File: config.mk
export PLATFORM = sky130hd
export DESIGN_NAME = ps2_scan_decoder
export DESIGN_NICKNAME = d
export VERILOG_FILES = /design/src/rtl/ps2_pkg.sv /design/src/rtl/ps2_frame_rx.sv /design/src/rtl/ps2_scan_decoder.sv
export SDC_FILE = /design/constraint.sdc
export NUM_CORES = 1
export LEC_CHECK = 0
export CAP_MARGIN = 0
export CORE_MARGIN = 2
export CORE_UTILIZATION = 35
export DETAILED_ROUTE_END_ITERATION = 10
export GPL_TIMING_DRIVEN = 0
export PLACE_DENSITY = 0.59
export SKIP_LAST_GASP = 1
export SLEW_MARGIN = 30
export SYNTH_ARGS = -nofsm -noshare
export SYNTH_HDL_FRONTEND = slang
export SYNTH_HIERARCHICAL = 1
export SYNTH_SLANG_ARGS = --single-unit
File: constraint.sdc
create_clock -name ps2_nclk -period 2.8 [get_ports ps2_nclk]
set_clock_uncertainty 0.1 [all_clocks]
set_input_delay 0.28 -clock ps2_nclk [delete_from_list [all_inputs] [get_ports ps2_nclk]]
set_output_delay 0.28 -clock ps2_nclk [all_outputs]
set_load 0.005 [all_outputs]
File: src/rtl/ps2_pkg.sv
// Shared types for the PS/2 scan decoder: frame states, prefix defaults, key event.
package ps2_pkg;

  typedef enum logic [1:0] {
    IDLE   = 2'd0,
    DATA   = 2'd1,
    PARITY = 2'd2,
    STOP   = 2'd3
  } frame_state_e;

  localparam logic [7:0] EXT_CODE_DEF = 8'hE0;
  localparam logic [7:0] BRK_CODE_DEF = 8'hF0;

  typedef struct packed {
    logic       ext;
    logic       brk;
    logic [7:0] code;
  } key_evt_t;

endpackage

File: src/rtl/ps2_frame_rx.sv
// PS/2 frame deserialiser: start, 8 data LSB-first, odd parity, stop.
// PS2_PARITY_CHECK_EN makes a parity error reject the frame; otherwise only the stop bit counts.
import ps2_pkg::*;

module ps2_frame_rx (
  input  logic       ps2_nclk,
  input  logic       nReset,
  input  logic       ndata_i,
  output logic [7:0] byte_o,
  output logic       good_o,
  output logic       bad_o,
  output logic       busy_o
);

`ifdef PS2_PARITY_CHECK_EN
  localparam bit PAR_CHK = 1'b1;
`else
  localparam bit PAR_CHK = 1'b0;
`endif

  frame_state_e state_q, state_d;
  logic [2:0]   bitcnt_q, bitcnt_d;
  logic [7:0]   shift_q, shift_d;
  logic         par_q, par_d;
  logic         par_ok;

  always_ff @(negedge ps2_nclk or negedge nReset) begin
    if (!nReset) begin
      state_q  <= IDLE;
      bitcnt_q <= '0;
      shift_q  <= '0;
      par_q    <= 1'b0;
    end else begin
      state_q  <= state_d;
      bitcnt_q <= bitcnt_d;
      shift_q  <= shift_d;
      par_q    <= par_d;
    end
  end

  assign par_ok = ^{shift_q, par_q};

  always_comb begin
    state_d  = state_q;
    bitcnt_d = bitcnt_q;
    shift_d  = shift_q;
    par_d    = par_q;
    good_o   = 1'b0;
    bad_o    = 1'b0;
    case (state_q)
      IDLE: begin
        // A high line while idle is not a start bit; wait for the next edge.
        if (!ndata_i) begin
          state_d  = DATA;
          bitcnt_d = '0;
        end
      end
      DATA: begin
        shift_d[bitcnt_q] = ndata_i;
        bitcnt_d          = bitcnt_q + 3'd1;
        if (bitcnt_q == 3'd7) state_d = PARITY;
      end
      PARITY: begin
        par_d   = ndata_i;
        state_d = STOP;
      end
      STOP: begin
        good_o  = ndata_i & (par_ok | ~PAR_CHK);
        bad_o   = ~good_o;
        state_d = IDLE;
      end
      default: state_d = IDLE;
    endcase
  end

  assign byte_o = shift_q;
  assign busy_o = (state_q != IDLE);

endmodule

File: src/rtl/ps2_scan_decoder.sv
// PS/2 keyboard front end: folds E0/F0 prefixes into one {ext, brk, code} event with a CDC toggle.
// PS2_PARITY_CHECK_EN enables parity rejection in the frame receiver.
import ps2_pkg::*;

module ps2_scan_decoder #(
  parameter int         ERR_W    = 4,
  parameter logic [7:0] EXT_CODE = EXT_CODE_DEF,
  parameter logic [7:0] BRK_CODE = BRK_CODE_DEF
) (
  input  logic             ps2_nclk,
  input  logic             nReset,
  input  logic             ndata,
  output logic [7:0]       key_code,
  output logic             key_ext,
  output logic             key_brk,
  output logic             key_toggle,
  output logic [7:0]       raw_byte,
  output logic             frame_err,
  output logic [ERR_W-1:0] err_count,
  output logic             busy
);

  logic [7:0]       rx_byte;
  logic             rx_good, rx_bad;
  key_evt_t         key_q;
  logic             tog_q, ext_pend_q, brk_pend_q, ferr_q;
  logic [7:0]       raw_q;
  logic [ERR_W-1:0] err_q;

  ps2_frame_rx u_rx (
    .ps2_nclk (ps2_nclk),
    .nReset   (nReset),
    .ndata_i  (ndata),
    .byte_o   (rx_byte),
    .good_o   (rx_good),
    .bad_o    (rx_bad),
    .busy_o   (busy)
  );

  always_ff @(negedge ps2_nclk or negedge nReset) begin
    if (!nReset) begin
      key_q      <= '0;
      tog_q      <= 1'b0;
      ext_pend_q <= 1'b0;
      brk_pend_q <= 1'b0;
      ferr_q     <= 1'b0;
      raw_q      <= '0;
      err_q      <= '0;
    end else if (rx_good) begin
      raw_q  <= rx_byte;
      ferr_q <= 1'b0;
      if (rx_byte == EXT_CODE) begin
        ext_pend_q <= 1'b1;
      end else if (rx_byte == BRK_CODE) begin
        brk_pend_q <= 1'b1;
      end else begin
        key_q      <= '{ext: ext_pend_q, brk: brk_pend_q, code: rx_byte};
        tog_q      <= ~tog_q;
        ext_pend_q <= 1'b0;
        brk_pend_q <= 1'b0;
      end
    end else if (rx_bad) begin
      // A bad frame may have been a lost key byte, so stale prefixes are dropped.
      ferr_q     <= 1'b1;
      ext_pend_q <= 1'b0;
      brk_pend_q <= 1'b0;
      if (err_q != '1) err_q <= err_q + 1'b1;
    end
  end

  assign key_code   = key_q.code;
  assign key_ext    = key_q.ext;
  assign key_brk    = key_q.brk;
  assign key_toggle = tog_q;
  assign raw_byte   = raw_q;
  assign frame_err  = ferr_q;
  assign err_count  = err_q;

endmodule

==> summary.md <==
| Metric | Value |
|---|---|
| Crit path kind | `reg -> out` |
| M2 GR Usage | `24.9%` |
| Finished Cell Area | `2520 um2` |
| RSZ-0062 raised after global routing | `true` |
| Total leakage power | `1.19 nW` |
| Clock-pin slew on the worst setup and hold paths | `0.05 ns` |
| Yosys reg bits | `39` |
| CP Launch Type | `flop` |
| Antenna Cells | `0` |
| Worst EP required | `2.42 ns` |
| Layout cells sized above 1 | `40.8%` |
| Syn Area/Cell | `13.2 um2` |
| Slew margin rel. | `72.6%` |
| Least-Margin Pin Slew | `0.407 ns` |
| H-tree depth | `2` |
| Largest net degree at the start of global routing | `26` |
| Die height | `75.6 um` |
| Met1 GRT Util | `14.9%` |
| Core area | `5010 um2` |
| Drt first pass iters | `2` |
| FP Rows | `26` |
| Number of global-route vias before repair | `1294` |
| Worst skew pair latency | `0.29 ns` |
| DRT iter0 DRCs | `65` |
| Syn-to-layout area delta | `40.8%` |
| Final setup viols | `1` |
| Commonest non-fill, non-tap cells in the layout | `39 x dfrtn_1, 24 x dlygate4sd2_1, 24 x buf_4, 19 x mux2_2, 10 x nor2_1` |
| CP arrival | `2.49 ns` |
| Via count | `1267` |
| Synth Cell Area | `1790 um2` |
| Vias/cell | `4.76` |
| Final Total Pwr | `2.79 mW` |
| Final Net Count | `206` |
| PnR worst setup slack | `-0.0717 ns` |
| Num CTS Buffers | `5` |
| Routability cong. | `0.724` |
| Post-synth net total | `147` |
| # IOs | `28` |
| Distinct cells, synth | `33` |
| Met3 Resource Use GR | `3.44%` |
| Slew Viols, Final | `0` |
| Clock root buffer | `clkbuf_8` |
| Crit path max fanout | `3` |
| Peak VDD IR | `399 uV` |
| Sink Count | `39` |
| Post-DP HPWL | `2430 um` |
| DRC Markers | `0` |
| Global route overflow | `0` |
| DRT Wirelength | `3750 um` |
| Synth Instances | `136` |
| Hold Crit Class | `reg -> reg` |
| Clock Path Buffers | `2` |
| Placed instance area | `2220 um2` |
| Reg2reg path depth | `7` |
| WL/cell | `14.1 um` |
| # port buffers | `27` |
| ANT nets after route | `0` |
| Die Footprint | `5710 um2` |
| Final hold viol count | `0` |
| Width of the die | `75.6 um` |
| First-pass GRT wire length | `5840 um` |
| Sequential fraction of the synthesis area | `54.5%` |
| Most common cell after layout, fill and taps aside | `dfrtn_1` |
| Total GRT Usage | `14.0%` |
| Failing checks | `setup timing` |
| Nature of the critical path endpoint | `output pin` |
| Initial antenna violation count | `0` |
| Hold path depth | `1` |
| Synth warn | `6` |
| Initial Util | `35.8%` |
| TritonCTS clock tree | `yes` |
| Max Cap Viol | `0` |
| P per Cell Area | `1110 nW/um2` |
| Grt peak-use layer | `met2` |
| Status | `complete, but fails checks` |
## critical path, stage by stage (launching register included)
cell,delay [ns]
dfrtn_1,0.43
inv_2,0.07
ha_4,0.16
inv_2,0.04
clkbuf_2,0.10
## kinds of logic (layout without fill, tap and decap cells)
kind of cell	after synthesis	after routing	synth area share, %
compound gates	14	15	6.91
xor+xnor	2	2	0.978
fa+ha+maj	8	8	5.59
buf+inv	10	69	3.28
flops	39	39	54.5
mux	26	26	16.1
simple gates	37	37	12.6
## cell usage after synthesis
cell / count / area [um2]
dfrtn_1: 39 / 976
mux2_2: 23 / 259
nor2_1: 10 / 37.5
ha_1: 8 / 100
a32o_1: 4 / 40.0
inv_1: 4 / 15.0
nand2_1: 4 / 15.0
a22o_1: 3 / 26.3
mux2i_1: 3 / 30.0
nand4b_1: 3 / 26.3
nor3_1: 3 / 15.0
a21oi_1: 2 / 10.0
buf_2: 2 / 10.0
buf_6: 2 / 22.5
nand2b_1: 2 / 12.5
nand3_1: 2 / 10.0
nand3b_1: 2 / 15.0
nand4_1: 2 / 12.5
nor2b_1: 2 / 12.5
nor3b_2: 2 / 25.0
xnor2_1: 2 / 17.5
a21o_1: 1 / 7.51
a22o_2: 1 / 10.0
and2_1: 1 / 6.26
buf_4: 1 / 7.51
clkbuf_1: 1 / 3.75
nand2b_4: 1 / 13.8
nor3b_1: 1 / 7.51
o21ai_0: 1 / 5.00
o21ai_2: 1 / 8.76
o21ai_4: 1 / 16.3
or2_2: 1 / 6.26
or3_4: 1 / 11.3
## registers in the layout, summed over array words and instances (netlist names)
| name | count |
|---|---|
| key_toggle | 1 |
| u_rx/byte_o | 8 |
| key_ext | 1 |
| brk_pend_q | 1 |
| key_code | 8 |
| raw_byte | 8 |
| u_rx/bitcnt_q | 3 |
| ext_pend_q | 1 |
| frame_err | 1 |
| err_count | 4 |
| u_rx/state_q | 2 |
| key_brk | 1 |
## timing repair
action                                  4_1_cts  5_1_grt
resized for setup                            35        6
gates cloned                                  1        1
endpoints found under the setup margin       50        7
hold buffers                                  0        0
buffers inserted                             18        5
pin swaps                                     1        1
## report_power, final
part           internal (mW)  switching, mW
logic                  0.784          0.527
registers              0.834          0.172
clock network          0.288          0.190
## final timing paths
check                                             from                          to  slack [ns]
setup / recovery           u_rx/state_q[1]$_DFFE_NN0P_                        busy       -0.07
max in group asynchronous                       nReset  u_rx/byte_o[7]$_DFFE_NN0P_        1.03
hold reg to reg                key_code[0]$_DFFE_NN0P_     key_code[0]$_DFFE_NN0P_        0.34
min in group asynchronous                       nReset     key_code[4]$_DFFE_NN0P_        1.09
setup reg to reg           u_rx/state_q[1]$_DFFE_NN0P_     key_code[4]$_DFFE_NN0P_        0.94
hold / removal                 key_code[0]$_DFFE_NN0P_     key_code[0]$_DFFE_NN0P_        0.34
## layer usage
| layer | up-vias | wire length, um |
|---|---|---|
| met3 | 9 | 115 |
| met5 | - | 0 |
| li1 | 607 | - |
| met1 | 631 | 1570 |
| met2 | 20 | 1990 |
| met4 | 0 | 72 |
## cell type report
type	count	area [um2]
Fill cell	480	2490
Sequential cell	39	976
Multi-Input combinational cell	88	811
Timing Repair Buffer	52	450
Tap cell	70	87.6
Clock buffer	6	82.6
Buffer	5	65.1
Clock inverter	2	35.0
Inverter	4	15.0
## stage by stage
step / instances / hold slack (ns) / TNS (ns) / setup WS, ns / utilization, %
3_5_place_dp: 234 / 0.320 / -14.87 / -0.650 / 44.2
2_1_floorplan: 136 / 0.319 / 0 / 0.00679 / -
4_1_cts: 261 / 0.342 / -0.209 / -0.209 / 49.4
5_1_grt: 266 / 0.358 / -0.111 / -0.111 / 50.3
3_3_place_gp: 233 / 0.319 / -45.25 / -0.800 / 43.8
6_report: 266 / 0.337 / -0.0717 / -0.0717 / 50.3
No activity file was read; power rests on OpenSTA's default activity.
==> RTL edit 1, RTL diff (same flow settings) <==
`ERR_W`: 4 -> 5.
--- a/src/rtl/ps2_scan_decoder.sv
+++ b/src/rtl/ps2_scan_decoder.sv
@@ -5,3 +5,3 @@
 module ps2_scan_decoder #(
-  parameter int         ERR_W    = 4,
+  parameter int         ERR_W    = 5,
   parameter logic [7:0] EXT_CODE = EXT_CODE_DEF,
Ports: changed (resized err_count); port bits go from 28 to 29. The function was not compared with the original's and may differ.
==> RTL edit 1 against the original RTL <==
The run still ends with setup timing left; setup slack improved by 20 ps; final area about the same; sequential cell count increased by 1; total power decreased by 4.9%; wire length decreased by 5.3%; area after synthesis increased by 1.9%; first-iteration DRC count increased by 17%.
==> RTL edit 1: results (changes against the original RTL) <==
Status
  • Run status: finished, violations left (unchanged)
  • Failing checks: setup timing (unchanged)

STA
  • Final worst slack: -52.1 ps (was -71.7 ps)
  • Slew @ Worst Pin: 326 ps (was 407 ps)
  • Final setup violation count: 1 (unchanged)
  • Fin Setup TNS: -52.1 ps (was -71.7 ps)

Power and ir drop
  • Clock network fraction of total power: 14.5% (was 17.1%)
  • Power of the clock network: 0.386 mW (was 0.478 mW)
  • VDD IR-drop max: 440 uV (was 399 uV)
  • Sequential cell fraction of total power: 38.6% (was 36.0%)
  • Internal cell power: 1.80 mW (was 1.91 mW)

Drt
  • M1 wire length: 1600 um (was 1570 um)
  • Average wire per cell in the routed design: 13.5 um (was 14.1 um)
  • First-iteration detailed-routing DRC count: 76 (was 65)

Yosys
  • Post-synthesis adder-cell area fraction: 6.17% (was 5.59%)
  • Distinct cell type count of the synthesized netlist: 34 (was 33)

Critical path
  • Max FO, Critical Path: 4 (was 3)
  • Critical path startpoint: u_rx/state_q[0] (was u_rx/state_q[1])
  • Data arrival at the endpoint of the critical path: 2470 ps (was 2490 ps)

Place
  • Worst setup slack after placement: -657 ps (was -650 ps)
  • Number of buffer cells added on primary ports: 28 (was 27)

Global routing
  • Via count of the first global-routing pass: 1332 (was 1294)
  • Total track usage: 12.9% (was 14.0%)
  • Maximum number of pins on one net before global-route repair: 30 (was 26)

Finish
  • Share of cells above drive strength 1: 39.6% (was 40.8%)
RTL edit 1: repair_timing:
action | CTS | global route
setup endpoints to repair | 53 | 1
pin swaps | 1 | 1
buffers inserted | 15 | 4
cloned | 1 | 0
gates resized for setup | 37 | 6
RTL edit 1: worst max path at each step:
stage	to	slack, ps	cells past startpoint
after global routing	busy	-90	4
after CTS	busy	-210	4
after detailed placement	brk_pend_q	-660	7
after global placement	u_rx/bitcnt_q[1]	-850	1
after floorplan	err_count[1]	-20	4
final	busy	-50	4
RTL edit 1: cell type report:
type | instances | share of cell area [%]
Clock buffer | 6 | 3.28
Timing Repair Buffer | 48 | 16.0
Buffer | 6 | 3.57
Tap cell | 70 | 3.48
Multi-Input combinational cell | 86 | 33.0
Sequential cell | 40 | 39.7
Inverter | 4 | 0.596
Clock inverter | 2 | 0.397
RTL edit 1: logic make-up (layout without fill, tap and decap cells):
kind of cell / count (synthesis) / after routing
flip-flops: 40 / 40
AO/OA/AOI/OAI: 12 / 13
buffers and inverters: 10 / 66
multiplexers: 26 / 26
XOR/XNOR: 4 / 4
AND/OR/NAND/NOR: 34 / 34
adder cells (fa/ha/maj): 9 / 9
RTL edit 1: metal layers:
metal,global-route usage (%),vias up
met5,0,-
li1,-,594
met4,4.36,0
met3,3.91,7
met1,14.9,605
met2,22.7,22
RTL edit 1: critical path, cell delays in order (launching register included):
cell	delay (ps)
sky130_fd_sc_hd__dfrtn_1	430
sky130_fd_sc_hd__inv_2	70
sky130_fd_sc_hd__ha_4	160
sky130_fd_sc_hd__inv_2	40
sky130_fd_sc_hd__buf_6	80
==> RTL edit 2, RTL diff (same settings) <==
Without the edit above. Make the reset (`nReset`) synchronous in 2 clocked blocks.
--- a/src/rtl/ps2_frame_rx.sv
+++ b/src/rtl/ps2_frame_rx.sv
@@ -26,3 +26,3 @@
 
-  always_ff @(negedge ps2_nclk or negedge nReset) begin
+  always_ff @(negedge ps2_nclk) begin
     if (!nReset) begin
--- a/src/rtl/ps2_scan_decoder.sv
+++ b/src/rtl/ps2_scan_decoder.sv
@@ -39,3 +39,3 @@
 
-  always_ff @(negedge ps2_nclk or negedge nReset) begin
+  always_ff @(negedge ps2_nclk) begin
     if (!nReset) begin
Behaviour: differs if nReset is asserted again (counterexample within 4 cycles, from zero or initial values and one cycle with nReset low); with nReset held inactive, the same outputs for 10 cycles.
==> RTL edit 2 against the original RTL <==
The flow still finishes with violations (setup timing); sequential cell count stayed put; sequential share of layout area is 6.2 points lower; die area is 0.13% higher; count of clock-buffer cells in the layout is 1 lower; area after synthesis is 0.14% higher; final area is 3.9% lower; critical path depth stayed put; wire length is 2.4% lower; critical path type unchanged; setup slack better by 53 ps; largest cell class is now multi-input combinational cells.
Power is not compared: it rests on default switching activity, and its combinational part moved more than twofold at a synthesized area within 25%.
==> RTL edit 2: results (changes against the original RTL) <==
Finish
  • Number of antenna diodes: 0 (unchanged)
  • Post-layout nets: 270 (was 206)
  • Share of cells above drive strength 1: 16.9% (was 40.8%)

STA
  • Final setup violation count: 1 (unchanged)
  • Final worst slack: -18.2 ps (was -71.7 ps)
  • Max-Slew Margin vs Limit: 66.2% (was 72.6%)

Status
  • Failing checks: setup timing (unchanged)
  • Run status: finished, violations left (unchanged)

Critical path
  • Worst Setup End Kind: output port (unchanged)
  • Data arrival at the endpoint of the critical path: 2440 ps (was 2490 ps)
  • Max FO, Critical Path: 4 (was 3)

Clock tree
  • Clock latency of the later-clocked register in the worst-skew pair: 360 ps (was 290 ps)
  • Number of buffers inserted during clock tree synthesis: 5 (unchanged)
  • Level count of the clock H-tree: 2 (unchanged)
  • Buffer type at the clock tree root: sky130_fd_sc_hd__clkbuf_8 (unchanged)
  • Maximum number of buffers from clock root to sink: 2 (unchanged)
  • Clock transition at the register clock pins on the worst setup and hold paths after CTS: 30 ps (was 50 ps)

Global routing
  • Maximum number of pins on one net before global-route repair: 13 (was 26)
  • Total track usage: 14.4% (was 14.0%)
  • Wire length of the first global-routing pass: 6180 um (was 5840 um)
  • Via count of the first global-routing pass: 1423 (was 1294)
  • Antenna violations before repair: 0 (unchanged)

Yosys
  • Total of warnings raised by yosys: 6 (unchanged)
  • Distinct cell type count of the synthesized netlist: 41 (was 33)
  • Leading cell types by count after synthesis: sky130_fd_sc_hd__dfxtp_1, sky130_fd_sc_hd__nand2_1, sky130_fd_sc_hd__mux2i_1 (was sky130_fd_sc_hd__dfrtn_1, sky130_fd_sc_hd__mux2_2, sky130_fd_sc_hd__nor2_1)
  • Share of flip-flops with an asynchronous set or reset after synthesis: 0% (was 100%)
  • Main synth FF type: sky130_fd_sc_hd__dfxtp_1 (was sky130_fd_sc_hd__dfrtn_1)
  • Net count after synthesis: 196 (was 147)
  • Fraction of the yosys area taken by sequential cells: 43.5% (was 54.5%)
  • Dominant cells by area after synthesis: sky130_fd_sc_hd__dfxtp_1, sky130_fd_sc_hd__mux2i_1, sky130_fd_sc_hd__ha_1, sky130_fd_sc_hd__nand2_1, sky130_fd_sc_hd__o21ai_0 (was sky130_fd_sc_hd__dfrtn_1, sky130_fd_sc_hd__mux2_2, sky130_fd_sc_hd__ha_1, sky130_fd_sc_hd__a32o_1, sky130_fd_sc_hd__nor2_1)

Place
  • Final HPWL DP: 2530 um (was 2430 um)
  • Worst setup slack after placement: -624 ps (was -650 ps)
  • Number of buffer cells added on primary ports: 26 (was 27)
  • Final estimated routing congestion in global placement: 0.708 (was 0.724)

Power and ir drop
  • P_leak: around 1.2 nW
  • VDD IR-drop max: between 300 and 400 uV

Worst hold path
  • Kind of path behind the tightest hold check: register to register (unchanged)

Floorplanning
  • Initial Util: 35.6% (was 35.8%)

Drt
  • WL final: 3660 um (was 3750 um)
  • First-iteration detailed-routing DRC count: 60 (was 65)
  • Routed vias: 1538 (was 1267)
  • Detailed-routing iteration count for the pre-antenna-repair pass: 4 (was 2)
RTL edit 2: metal layers:
metal  wire length (um)  global-route usage (%)  share of wire [%]
met1               1730                    16.9                 47
met2               1700                    21.0                 46
met4                 94                    10.3                2.6
met5                  0                       0                  0
met3                135                    6.08                3.7
RTL edit 2: final cells by class:
class / instances / area, um2
inverters: 9 / 36.3
multi-input cells: 123 / 915
plain buffers: 11 / 82.6
clock buffers: 5 / 68.8
fillers: 518 / 2620
clock inverters: 42 / 184
flip-flops and latches: 39 / 788
repair buffers: 31 / 262
well taps: 70 / 87.6
RTL edit 2: kinds of logic after synthesis:
group	after synthesis	share of synthesized area, %
and+or+nand+nor	62	19.7
DFF	39	43.5
AOI/OAI and AO/OA	34	14.4
buffers and inverters	23	6.35
muxes	18	10.0
adders and majority gates	8	5.58
xor gates and xnor gates	1	0.488
RTL edit 2: repair_timing:
action                                  in CTS  in global routing
cloned                                       0                  0
pin swaps                                    0                  1
resized for setup                           37                  7
buffers inserted                             2                  3
endpoints found under the setup margin      62                  8
RTL edit 2: worst paths after layout:
path / from / to / slack (ps) / cells past startpoint
max: u_rx/state_q[1] / busy / -20 / 4
min: key_code[0] / key_code[0] / 360 / 2
max reg2reg: u_rx/state_q[0] / err_count[1] / 1000 / 7
min reg2reg: key_code[0] / key_code[0] / 360 / 2
RTL edit 2: power by group:
part | leakage [nW] | switching (mW) | internal, mW | total [mW]
clock network | 0.268 | 0.321 | 0.332 | 0.653
logic | 0.570 | 0.190 | 0.184 | 0.374
registers | 0.317 | 0.0384 | 0.595 | 0.633
RTL edit 2: metrics by stage:
step / power (mW) / std cells / setup TNS [ps] / hold slack (ps) / area (um2)
floorplan: 0.953 / 185 / -60.3 / 360 / 1810
detailed placement: 1.04 / 281 / -20380 / 355 / 2150
finish: 1.66 / 330 / -18.2 / 358 / 2420
global route: 1.81 / 330 / -84.6 / 388 / 2420
global placement: 1.04 / 281 / -21690 / 353 / 2150
CTS: 1.67 / 327 / -230 / 361 / 2400
RTL edit 2: critical path, cell delays in order, from the launching register on:
cell and delay, ps:
sky130_fd_sc_hd__dfxtp_2 340, sky130_fd_sc_hd__inv_4 50, sky130_fd_sc_hd__ha_4 160, sky130_fd_sc_hd__inv_1 50
sky130_fd_sc_hd__clkbuf_2 100
